--- src/rtl/lighting_system_if.sv ---
// Lighting/shade controller bus.
// Groups the per-cycle sampled inputs (tcode, ulight, lenght) and the
// registered outputs (wshade, lightnum, lightstate) of lighting_system.
//   master : drives tcode/ulight/lenght, observes the outputs (home controller)
//   slave  : the lighting_system block itself
interface lighting_system_if;
    logic [3:0]  tcode;       // one-hot time of day, 0000 = night
    logic [3:0]  ulight;      // user-requested lamp count
    logic [3:0]  lenght;      // window length in shade steps
    logic [3:0]  wshade;      // shade extension
    logic [3:0]  lightnum;    // general lamps currently on
    logic [15:0] lightstate;  // [14:0] general lamps, [15] night lamp

    modport master (
        output tcode, ulight, lenght,
        input  wshade, lightnum, lightstate
    );

    modport slave (
        input  tcode, ulight, lenght,
        output wshade, lightnum, lightstate
    );
endinterface

--- src/rtl/lighting_system.sv ---
// Smart-home lighting and window-shade controller.
// Every clock the time-of-day code is decoded into a daylight credit and a
// shade setting. The shade output follows the setting with one cycle of
// latency; the lamp count ramps one step per clock toward
// (ulight - credit, floored at 0) and is expanded into a lamp-enable vector.
// Ports:
//   clk  : system clock, rising edge
//   rst  : asynchronous, active-high reset; clears all outputs at once
//   bus  : lighting_system_if.slave (tcode/ulight/lenght in,
//          wshade/lightnum/lightstate out, all outputs registered)
module lighting_system (
    input  logic               clk,
    input  logic               rst,
    lighting_system_if.slave   bus
);

    // Decoded per-period settings.
    typedef struct packed {
        logic       night;   // drives the night lamp
        logic [3:0] credit;  // lamps subtracted from the user request
        logic [3:0] shade;   // shade extension for this period
    } period_t;

    period_t     per;
    logic [3:0]  target;
    logic [3:0]  num_next;
    logic [15:0] therm;
    logic [15:0] state_next;

    logic [3:0]  wshade_q;
    logic [3:0]  lightnum_q;
    logic [15:0] lightstate_q;

    // Period decode. Anything that is not exactly one of the four one-hot
    // codes falls back to night, so a glitched code keeps the shade closed
    // and the night lamp lit rather than opening up.
    always_comb begin
        per = '{night: 1'b1, credit: 4'd0, shade: bus.lenght};
        case (bus.tcode)
            4'b0001: per = '{night: 1'b0, credit: 4'd4,  shade: bus.lenght >> 1};
            4'b0010: per = '{night: 1'b0, credit: 4'd8,  shade: 4'd0};
            4'b0100: per = '{night: 1'b0, credit: 4'd12, shade: bus.lenght >> 1};
            4'b1000: per = '{night: 1'b0, credit: 4'd4,  shade: bus.lenght};
            default: per = '{night: 1'b1, credit: 4'd0,  shade: bus.lenght};
        endcase
    end

    // Saturating subtract: a bright period never wraps the target around.
    always_comb begin
        target = 4'd0;
        if (bus.ulight > per.credit)
            target = bus.ulight - per.credit;
    end

    // One step per clock toward the current target; a target change mid-ramp
    // simply redirects the next step.
    always_comb begin
        num_next = lightnum_q;
        if (lightnum_q < target)
            num_next = lightnum_q + 4'd1;
        else if (lightnum_q > target)
            num_next = lightnum_q - 4'd1;
    end

    // Thermometer of the updated count so lightstate and lightnum leave the
    // same edge consistent. num_next <= 15, so bit 15 of therm is always 0
    // and only [14:0] is used for the general lamps.
    always_comb begin
        therm      = (16'd1 << num_next) - 16'd1;
        state_next = {per.night, therm[14:0]};
    end

    always_ff @(posedge clk or posedge rst) begin
        if (rst) begin
            wshade_q     <= 4'd0;
            lightnum_q   <= 4'd0;
            lightstate_q <= 16'h0000;
        end else begin
            wshade_q     <= per.shade;
            lightnum_q   <= num_next;
            lightstate_q <= state_next;
        end
    end

    assign bus.wshade     = wshade_q;
    assign bus.lightnum   = lightnum_q;
    assign bus.lightstate = lightstate_q;

endmodule

--- src/flat_wrapper.sv ---
// flat-port wrapper written by rule: the top's interface ports become plain ports
module lighting_system_flat 
  (clk, rst, bus_tcode, bus_ulight, bus_lenght, bus_wshade, bus_lightnum, bus_lightstate);
  lighting_system_if bus_i ();
  input  logic clk;
  input  logic rst;
  input wire logic [$bits(bus_i.tcode)-1:0] bus_tcode;
  input wire logic [$bits(bus_i.ulight)-1:0] bus_ulight;
  input wire logic [$bits(bus_i.lenght)-1:0] bus_lenght;
  output wire logic [$bits(bus_i.wshade)-1:0] bus_wshade;
  output wire logic [$bits(bus_i.lightnum)-1:0] bus_lightnum;
  output wire logic [$bits(bus_i.lightstate)-1:0] bus_lightstate;
  assign bus_i.tcode = bus_tcode;
  assign bus_i.ulight = bus_ulight;
  assign bus_i.lenght = bus_lenght;
  assign bus_wshade = bus_i.wshade;
  assign bus_lightnum = bus_i.lightnum;
  assign bus_lightstate = bus_i.lightstate;
  lighting_system u_core (.clk(clk), .rst(rst), .bus(bus_i));
endmodule
--- config.mk ---
export PLATFORM = sky130hd
export DESIGN_NAME = lighting_system_flat
export DESIGN_NICKNAME = d
export VERILOG_FILES = /design/src/rtl/lighting_system_if.sv /design/src/rtl/lighting_system.sv /design/src/flat_wrapper.sv
export SDC_FILE = /design/constraint.sdc
export NUM_CORES = 1
export LEC_CHECK = 0
export ABC_AREA = 1
export CORE_MARGIN = 2
export CORE_UTILIZATION = 40
export DETAILED_ROUTE_END_ITERATION = 7
export GPL_TIMING_DRIVEN = 0
export PLACE_DENSITY = 0.81
export SLEW_MARGIN = 10
export SYNTH_ARGS = -nofsm -noshare
export SYNTH_HDL_FRONTEND = slang
export SYNTH_SLANG_ARGS = --single-unit
--- constraint.sdc ---
create_clock -name clk -period 2.2 [get_ports clk]
set_input_delay 0.44 -clock clk [delete_from_list [all_inputs] [get_ports clk]]
set_output_delay 0.44 -clock clk [all_outputs]
set_load 0.02 [all_outputs]
==> summary.txt, run 1 <==
Floorplanning
  • Die Y: 65.7 um
  • Core ar.: 3660 um^2
  • Row count: 22
  • Die width: 65.7 um
  • I/O pin count: 38
  • Initial cell density of the core: 0.416
  • Die area: 4310 um^2

Synth
  • Synth Warn #: 0
  • Synthesis-stage register bit count: 24
  • Sequential area share after synthesis: 0.395
  • Mapped Nets: slightly above 200
  • Post-synth EDFFs: 0
  • Synth area leaders: dfrtp_1, nand2_1, ha_1
  • Post-synthesis cell type count: 29
  • Ys async rst share: 1.00
  • Mapped Cells: 179
  • Most used flip-flop cell after synthesis: dfrtp_1
  • Netlist Area Pre-Place: roughly 1500 um^2
  • Commonest cells in the netlist: nand2_1, inv_1, dfrtp_1, nand3_1, ha_1
  • Top-count cell post-synth: nand2_1
  • Biggest area consumer among synthesized cells: dfrtp_1
  • Share of the synthesized area in the top cell type: 0.395
  • Syn Area/Cell: 8.50 um^2

Critical path
  • Worst reg2reg path endpoint: u_core.bus.lightstate[14]$_DFF_PP0_
  • R2R cell count: 15
  • Worst Path Required: around 2400 ps
  • Worst Setup End Kind: register
  • Max FO, Critical Path: 6
  • Reg2reg setup slack: -180 ps
  • Worst reg2reg startpoint: u_core.bus.lightnum[1]$_DFF_PP0_
  • WP data arrival: 3760 ps
  • CP Class: in2reg
  • Startpoint types: primary input

Drt
  • Post-route DRC: 0
  • DR pass1 iterations: 4
  • WL/cell: 15.8 um
  • Via density: a little over 5
  • Final wirelength: 4880 um
  • Initial DRC count: 98
  • ANT nets after route: 0
  • Total number of vias: 1565

Timing
  • Final worst path period need: 3590 ps
  • Least-Margin Pin Slew: roughly 900 ps
  • Achievable Freq: around 280 MHz
  • Relative slew slack: 0.398
  • Fin Clk Skew: 5.95 ps
  • Final hold violations: 0
  • Final Max Tran Viols: 0
  • Final setup viols: 23
  • Final WS setup: -1390 ps
  • Crit share post-route: 1.63
  • RSZ-0062 raised after global routing: true

Min path
  • Hold depth: 3
  • Hold Path Sink: u_core.bus.lightstate[15]$_DFF_PP0_
  • HP Class: in2reg
  • Worst hold start: bus_tcode[3]

Layout
  • Fin nets: 287
  • # diodes: 0
  • Ratio of cells with drive above 1 in the final layout: 0.498
  • Final Non-Filler Cells: around 310
  • Layout area overhead: 79.8%

Global routing
  • M1 GR Usage: 0.222
  • Grt met2 use: 0.465
  • Vias in the first global route: ~1700
  • Initial antenna violation count: 0
  • First-pass GRT wire length: 7580 um
  • GR Overflow Total: 0
  • Busiest grt layer: met2
  • Tot GR Track Use: 0.239
  • Largest net degree at the start of global routing: 25
  • GR Util met3: 0.0531

Clock tree
  • Clock latency on the worst-skew pair: 270 ps
  • # H-tree levels: 1
  • Number of CTS-inserted buffers: 3
  • Clk root buf: clkbuf_8
  • Clk slew on worst S/H paths: roughly 80 ps
  • CTS max path bufs: 2
  • CTS Sinks: 24
  • CTS Hold Bufs: 0
  • CTS tree: yes

Place
  • Gp weighted congestion: 0.849
  • Hpwl dp: 2320 um
  • PortBufs: 37
  • Placed insts: approximately 260

Status
  • Failing checks: negative setup slack
  • Status: complete, but fails checks

Flow run
  • Max-Cap Viols: 0
## flip-flops by register name, summed over array words and instances (netlist names)
name,count
u_core.bus.lightnum,4
u_core.bus.lightstate,16
u_core.bus.wshade,4
## cell families (layout without fill, tap and decap cells)
logic type / Yosys count / count (layout) / share of synthesized area
flip-flops: 24 / 24 / 0.395
AND/OR/NAND/NOR: 98 / 98 / 0.359
XOR/XNOR: 1 / 1 / 0.00576
AO/OA/AOI/OAI: 9 / 9 / 0.0411
adder cells (fa/ha/maj): 11 / 11 / 0.0954
buffers and inverters: 36 / 118 / 0.104
## per-layer routing
metal  share of wire  wire [um]
met4           0.045        219
met2            0.57       2770
met1            0.34       1660
met5               0          0
met3           0.048        233
## worst max path at each step
stage | startpoint | endpoint | slack [ps] | cells after the start
floorplan | bus_tcode[2] | u_core.bus.lightstate[8]$_DFF_PP0_ | -1210 | 25
global placement | bus_tcode[2] | u_core.bus.lightstate[4]$_DFF_PP0_ | -2220 | 25
detailed placement | bus_tcode[2] | u_core.bus.lightstate[4]$_DFF_PP0_ | -2340 | 24
CTS | bus_tcode[2] | u_core.bus.lightstate[4]$_DFF_PP0_ | -1160 | 24
global route | bus_tcode[0] | u_core.bus.lightstate[6]$_DFF_PP0_ | -1490 | 23
finish | bus_tcode[0] | u_core.bus.lightstate[14]$_DFF_PP0_ | -1390 | 21
## critical path, cell delays in order
cell and delay [ps]:
buf_4 140, nor2_1 270, nand3_1 190, nand2_2 140, ha_4 140, fa_2 420, or2_4 270, ha_4 290
nand2_4 60, inv_6 70, nand3_4 110, buf_4 160, nand3_2 100, nand3_4 100, buf_4 160, nor2_2 200
nand3_4 150, nand2_2 120, inv_4 60, nand4_1 80, nand2_1 70
## through the flow
| stage | setup TNS (ps) | cell area [um^2] | hold slack, ps | setup WS (ps) | util |
|---|---|---|---|---|---|
| after global routing | -22540 | 2740 | 523 | -1490 | 0.747 |
| after CTS | -20760 | 2560 | 501 | -1160 | 0.698 |
| after detailed placement | -36690 | 2060 | 718 | -2340 | 0.564 |
| after floorplan | -16490 | 1630 | 455 | -1210 | - |
| final | -20390 | 2740 | 510 | -1390 | 0.747 |
| after global placement | -34440 | 2060 | 694 | -2220 | 0.564 |
## cell type report
| type | count | area (um^2) |
|---|---|---|
| plain buffers | 1 | 20.0 |
| flip-flops and latches | 24 | 601 |
| multi-input cells | 119 | 1090 |
| clock buffers | 4 | 55.1 |
| well taps | 48 | 60.1 |
| repair buffers | 78 | 746 |
| fillers | 237 | 926 |
| inverters | 35 | 165 |
## repair_timing
action,CTS,global route
resized for setup,33,63
pin swaps,20,25
buffers inserted,54,5
endpoints found under the setup margin,19,24
## layout by cell type, fill, tap and decap left out, drive strengths merged
cell	instances
a31oi	2
dfrtp	24
dlymetal6s2s	1
o21ai	2
inv	33
fa	1
clkbuf	4
a21oi	2
nor4	2
nand3	27
nand3b	1
buf	46
xor2	1
nand2	49
clkinv	2
clkdlybuf4s50	31
nor3	3
dlygate4sd2	1
o22ai	3
or2	2
ha	10
nor2	11
nand4	3
Power of run 1 is left out: the tool's default activity adds up to more than one toggle a clock period on the data nets, which glitch-free logic cannot reach.
==> run 2, diff against run 1 <==
==> constraint.sdc (replaced) <==
create_clock -name clk -period 2.2 [get_ports clk]
set_input_delay 0.33 -clock clk [delete_from_list [all_inputs] [get_ports clk]]
set_output_delay 0.33 -clock clk [all_outputs]
set_load 0.02 [all_outputs]
==> summary.txt, run 2 (same netlist as run 1, synthesis figures left out) <==
Status
  • Status: complete, but fails checks
  • Failing checks: negative setup slack

Drt
  • Initial DRC count: 67
  • Post-route DRC: 0
  • Via density: 5.09
  • WL/cell: around 16 um
  • DR pass1 iterations: 4
  • ANT nets after route: 0
  • Final wirelength: 4970 um
  • Total number of vias: 1579

Layout
  • Commonest non-fill, non-tap cell in the layout: buf_4
  • Fin util: 0.742
  • Max reg flops: 16
  • Fin nets: 288
  • Footprint of the multi-input gates: 1080 um^2
  • Fillers: 240
  • # diodes: 0
  • Layout area overhead: 78.6%
  • Most frequent cells in the layout: buf_4, clkdlybuf4s50_1, inv_1, nand2_1, dfrtp_1
  • Ratio of cells with drive above 1 in the final layout: 0.496
  • Register Area: 601 um^2

Global routing
  • Tot GR Track Use: 0.239
  • Largest net degree at the start of global routing: 25
  • Vias in the first global route: 1651
  • First-pass GRT wire length: 7580 um
  • GR Overflow Total: 0
  • Initial antenna violation count: 0

Critical path
  • Crit-path most repeated cell: nand3_4
  • Reg2reg setup slack: -160 ps
  • Worst Path Required: about 2400 ps
  • CP Class: in2reg
  • Max FO, Critical Path: 6
  • Slowest library cell on the worst path: fa_2
  • Crit path buffers/inverters: 7
  • Cell Chain, Critical Path: buf_12 -> inv_12 -> nor4_4 -> a21oi_2 -> nand2_2 -> ha_4 -> fa_2 -> a31oi_4 -> inv_2 -> or2_4 -> ha_4 -> nand2_4 -> inv_6 -> nand3_4 -> buf_4 -> nand3_2 -> nand3_4 -> buf_4 -> nor2_2 -> nand3_4 -> nand2_2 -> inv_4 -> nand4_1 -> nand2_1
  • Critical path depth: 24
  • CP max stage delay: 390 ps
  • WP data arrival: 3620 ps
  • CP startpoint: bus_tcode[2]
  • Worst reg2reg startpoint: u_core.bus.lightnum[1]$_DFF_PP0_
  • Worst path top cell family by delay: simple AND/OR/NAND/NOR gates
  • Worst reg2reg path endpoint: u_core.bus.lightstate[14]$_DFF_PP0_
  • Setup crit end: u_core.bus.lightstate[14]$_DFF_PP0_
  • Startpoint types: primary input
  • R2R cell count: 15
  • Worst Setup End Kind: register

Floorplanning
  • Die area: 4310 um^2
  • I/O pin count: 38
  • Core ar.: 3660 um^2
  • Initial cell density of the core: 0.416
  • Die Y: 65.7 um
  • Die width: between 60 and 70 um
  • Row count: 22

Place
  • PortBufs: 37
  • Gp weighted congestion: between 0.8 and 0.9
  • Hpwl dp: 2320 um
  • Pre-CTS setup slack: -2230 ps

Timing
  • Least-Margin Pin Slew: 895 ps
  • Final worst path period need: 3450 ps
  • Relative slew slack: 0.403
  • Crit share post-route: 1.57
  • Final WS setup: -1250 ps
  • Total negative slack: -17580 ps
  • Achievable Freq: 290 MHz
  • Final hold violations: 0
  • RSZ-0062 raised after global routing: true
  • Fin Clk Skew: 5.13 ps
  • Final Max Tran Viols: 0
  • Final setup viols: 23

Min path
  • HP Class: in2reg

Clock tree
  • Clock latency on the worst-skew pair: 270 ps
  • CTS max path bufs: 2
  • CTS tree: yes
  • Number of CTS-inserted buffers: 3
  • Clk root buf: clkbuf_8
  • Clk slew on worst S/H paths: 80 ps
  • # H-tree levels: 1
  • CTS Hold Bufs: 0
  • CTS Sinks: 24

Flow run
  • Max-Cap Viols: 0
[run 2: changes by cell type in the layout (fill, tap and decap cells not counted)]
cell     before  now
buf_4        27   33
buf_6        17   12
o22ai_1       0    1
o22ai_2       3    2
[run 2: worst reg2reg max path: cells and delay by family, from the launching register on]
kind,cells,cell delay [ps]
AND/OR/NAND/NOR,12,1230
flip-flops,1,460
adder cells (fa/ha/maj),1,370
buffers and inverters,2,220
[run 2: timing repair]
action | in CTS | in global routing
setup buffers | 54 | 5
pin swaps | 20 | 25
setup endpoints to repair | 19 | 24
resized for setup | 33 | 57
[run 2: metal layers]
layer | track usage | routed length, um | vias up
met5 | 0 | 0 | -
met4 | 0.143 | 270 | 0
met3 | 0.0531 | 266 | 22
met2 | 0.465 | 2790 | 73
met1 | 0.222 | 1640 | 750
li1 | - | - | 734
[run 2: worst min path at each step]
| stage | to | slack (ps) | cells past startpoint | startpoint |
|---|---|---|---|---|
| CTS | u_core.bus.lightstate[15]$_DFF_PP0_ | 390 | 3 | bus_tcode[3] |
| global placement | u_core.bus.lightnum[0]$_DFF_PP0_ | 690 | 3 | u_core.bus.lightnum[0]$_DFF_PP0_ |
| floorplan | u_core.bus.lightnum[0]$_DFF_PP0_ | 340 | 1 | rst |
| detailed placement | u_core.bus.lightnum[0]$_DFF_PP0_ | 720 | 3 | u_core.bus.lightnum[0]$_DFF_PP0_ |
| finish | u_core.bus.lightstate[15]$_DFF_PP0_ | 400 | 3 | bus_tcode[3] |
| global route | u_core.bus.lightstate[15]$_DFF_PP0_ | 410 | 3 | bus_tcode[3] |
[run 2: stage by stage]
step / instance area [um^2] / instances / hold slack [ps]
floorplan: 1630 / 179 / 345
global placement: 2060 / 264 / 694
detailed placement: 2060 / 264 / 718
CTS: 2560 / 322 / 391
global route: 2720 / 310 / 415
finish: 2720 / 310 / 400
[run 2: cell type report]
cell class,instances,area share
well taps,48,0.0221
clock buffers,4,0.0203
multi-input cells,119,0.398
plain buffers,1,0.00737
inverters,35,0.0608
flip-flops and latches,24,0.221
repair buffers,79,0.270
Power of run 2 is left out for the same reason.
==> run 3, diff against run 2 <==
--- a/config.mk
+++ b/config.mk
@@ -13,2 +13,3 @@
 export PLACE_DENSITY = 0.81
+export REMOVE_ABC_BUFFERS = 1
 export SLEW_MARGIN = 10
==> constraint.sdc (replaced) <==
create_clock -name clk -period 2.2 [get_ports clk]
set_input_delay 0.55 -clock clk [delete_from_list [all_inputs] [get_ports clk]]
set_output_delay 0.55 -clock clk [all_outputs]
set_load 0.02 [all_outputs]
==> summary.txt, run 3 (same netlist as run 1, synthesis figures left out) <==
Critical path
  • CP Class: in2reg
  • Worst reg2reg startpoint: u_core.bus.lightnum[3]$_DFF_PP0_
  • CP startpoint: bus_ulight[3]
  • CP max stage delay: 510 ps
  • Cell Chain, Critical Path: clkdlybuf4s50_1 -> inv_1 -> fa_2 -> a31oi_4 -> inv_2 -> or2_4 -> ha_4 -> a21oi_4 -> nand3_2 -> nand2_4 -> nand2_4 -> nand2_8 -> nand4_1 -> ha_2 -> nand2_4 -> inv_4 -> nand3_2 -> nand2_1
  • Crit-path most repeated cell: nand2_4
  • Worst Path Required: 2360 ps
  • Max FO, Critical Path: 5
  • Startpoint types: primary input
  • Worst Setup End Kind: register
  • Slowest library cell on the worst path: clkdlybuf4s50_1
  • WP data arrival: 3760 ps

Global routing
  • Initial antenna violation count: 0
  • Tot GR Track Use: 0.231
  • First-pass GRT wire length: between 7000 and 8000 um
  • Vias in the first global route: 1620
  • Largest net degree at the start of global routing: 25
  • GR Overflow Total: 0

Timing
  • Final Max Tran Viols: 0
  • Least-Margin Pin Slew: 926 ps
  • Worst hold slack: roughly 640 ps
  • Final hold violations: 0
  • Achievable Freq: 278 MHz
  • Final worst path period need: around 3600 ps
  • Final WS setup: -1400 ps
  • Final setup viols: 24
  • Crit share post-route: 1.63
  • Fin Clk Skew: around 4.5 ps
  • Relative slew slack: 0.382
  • RSZ-0062 raised after global routing: true

Clock tree
  • Number of CTS-inserted buffers: 3
  • # H-tree levels: 1
  • CTS max path bufs: 2
  • CTS Sinks: 24
  • Clk slew on worst S/H paths: 90 ps
  • Clk root buf: clkbuf_8
  • Clock latency on the worst-skew pair: 280 ps
  • CTS tree: yes

Status
  • Status: complete, but fails checks
  • Failing checks: negative setup slack

Floorplanning
  • Die Y: 65.7 um
  • Row count: 22
  • I/O pin count: 38
  • Die area: 4310 um^2
  • Core ar.: ~3700 um^2
  • Die width: roughly 66 um
  • Initial cell density of the core: 0.416

Min path
  • HP Class: in2reg
  • Worst hold start: bus_tcode[3]

Drt
  • ANT nets after route: 0
  • DR pass1 iterations: 4
  • Initial DRC count: between 50 and 60
  • WL/cell: between 15 and 20 um
  • Met1 WL: about 1900 um
  • Final wirelength: between 5000 and 6000 um
  • Highest routed layer: met4
  • Total number of vias: 1548
  • Routed wl met2: 2980 um
  • Post-route DRC: 0
  • Via density: 5.18
  • Met3 wire length: 221 um

Layout
  • # diodes: 0
  • Max reg flops: 16
  • Commonest non-fill, non-tap cell in the layout: clkdlybuf4s50_1
  • Fin util: 0.731
  • Post-route cell area: 2680 um^2
  • Most frequent cells in the layout: clkdlybuf4s50_1, buf_4, inv_1, dfrtp_1, nand2_1
  • Layout area overhead: 75.9%
  • Fin nets: approximately 280
  • Ratio of cells with drive above 1 in the final layout: 0.490

Place
  • PortBufs: 37
  • Hpwl dp: 2360 um
  • Gp weighted congestion: 0.812
  • Placed cell areas: 1930 um^2

Flow run
  • Max-Cap Viols: 0
run 3: cell types whose count changed in the layout (fill, tap and decap cells not counted), sizes merged:
cell,change
buf,-11
bufinv,+1
clkbuf,-1
clkdlybuf4s50,+1
clkinv,+1
dlymetal6s2s,-1
inv,-1
run 3: path summary, 6_finish.rpt:
check                      slack (ps)  cells after the start                             endpoint
setup / recovery                -1400                     18   u_core.bus.lightstate[8]$_DFF_PP0_
hold / removal                    640                      3       u_core.bus.wshade[3]$_DFF_PP0_
setup reg to reg                 -240                     12   u_core.bus.lightstate[8]$_DFF_PP0_
hold reg to reg                   780                      3     u_core.bus.lightnum[0]$_DFF_PP0_
max in group asynchronous         860                      2  u_core.bus.lightstate[13]$_DFF_PP0_
min in group asynchronous         780                      2       u_core.bus.wshade[3]$_DFF_PP0_
run 3: area by class of cell:
class / count / area [um^2]
multi-input cells: 119 / 1140
fillers: 231 / 985
repair buffers: 69 / 642
flip-flops and latches: 24 / 601
inverters: 35 / 158
well taps: 48 / 60.1
clock buffers: 3 / 41.3
clock inverters: 1 / 30.0
run 3: worst max-delay path: cells and delay by family:
kind / cells / cell delay [ps]
adders and majority gates: 3 / 890
buffers and inverters: 4 / 720
AOI/OAI and AO/OA: 2 / 470
and+or+nand+nor: 9 / 1120
run 3: per-layer routing:
layer  track usage  up-vias
met2         0.451       55
li1              -      720
met4        0.0911        0
met5             0        -
met1         0.241      753
met3        0.0360       20
run 3: timing repair:
action	4_1_cts	5_1_grt
setup endpoints to repair	19	24
pin swaps	27	28
gates resized for setup	66	54
hold buffers	0	0
hold endpoints to repair	0	0
buffers inserted	34	11
cloned	0	0
run 3: through the flow:
step | TNS (ps) | instances | setup slack (ps)
2_1_floorplan | -22860 | 178 | -1560
3_3_place_gp | -37640 | 263 | -2390
3_5_place_dp | -39630 | 263 | -2510
4_1_cts | -23920 | 301 | -1230
5_1_grt | -23650 | 299 | -1520
6_report | -21380 | 299 | -1400
Power of run 3 is left out for the same reason.
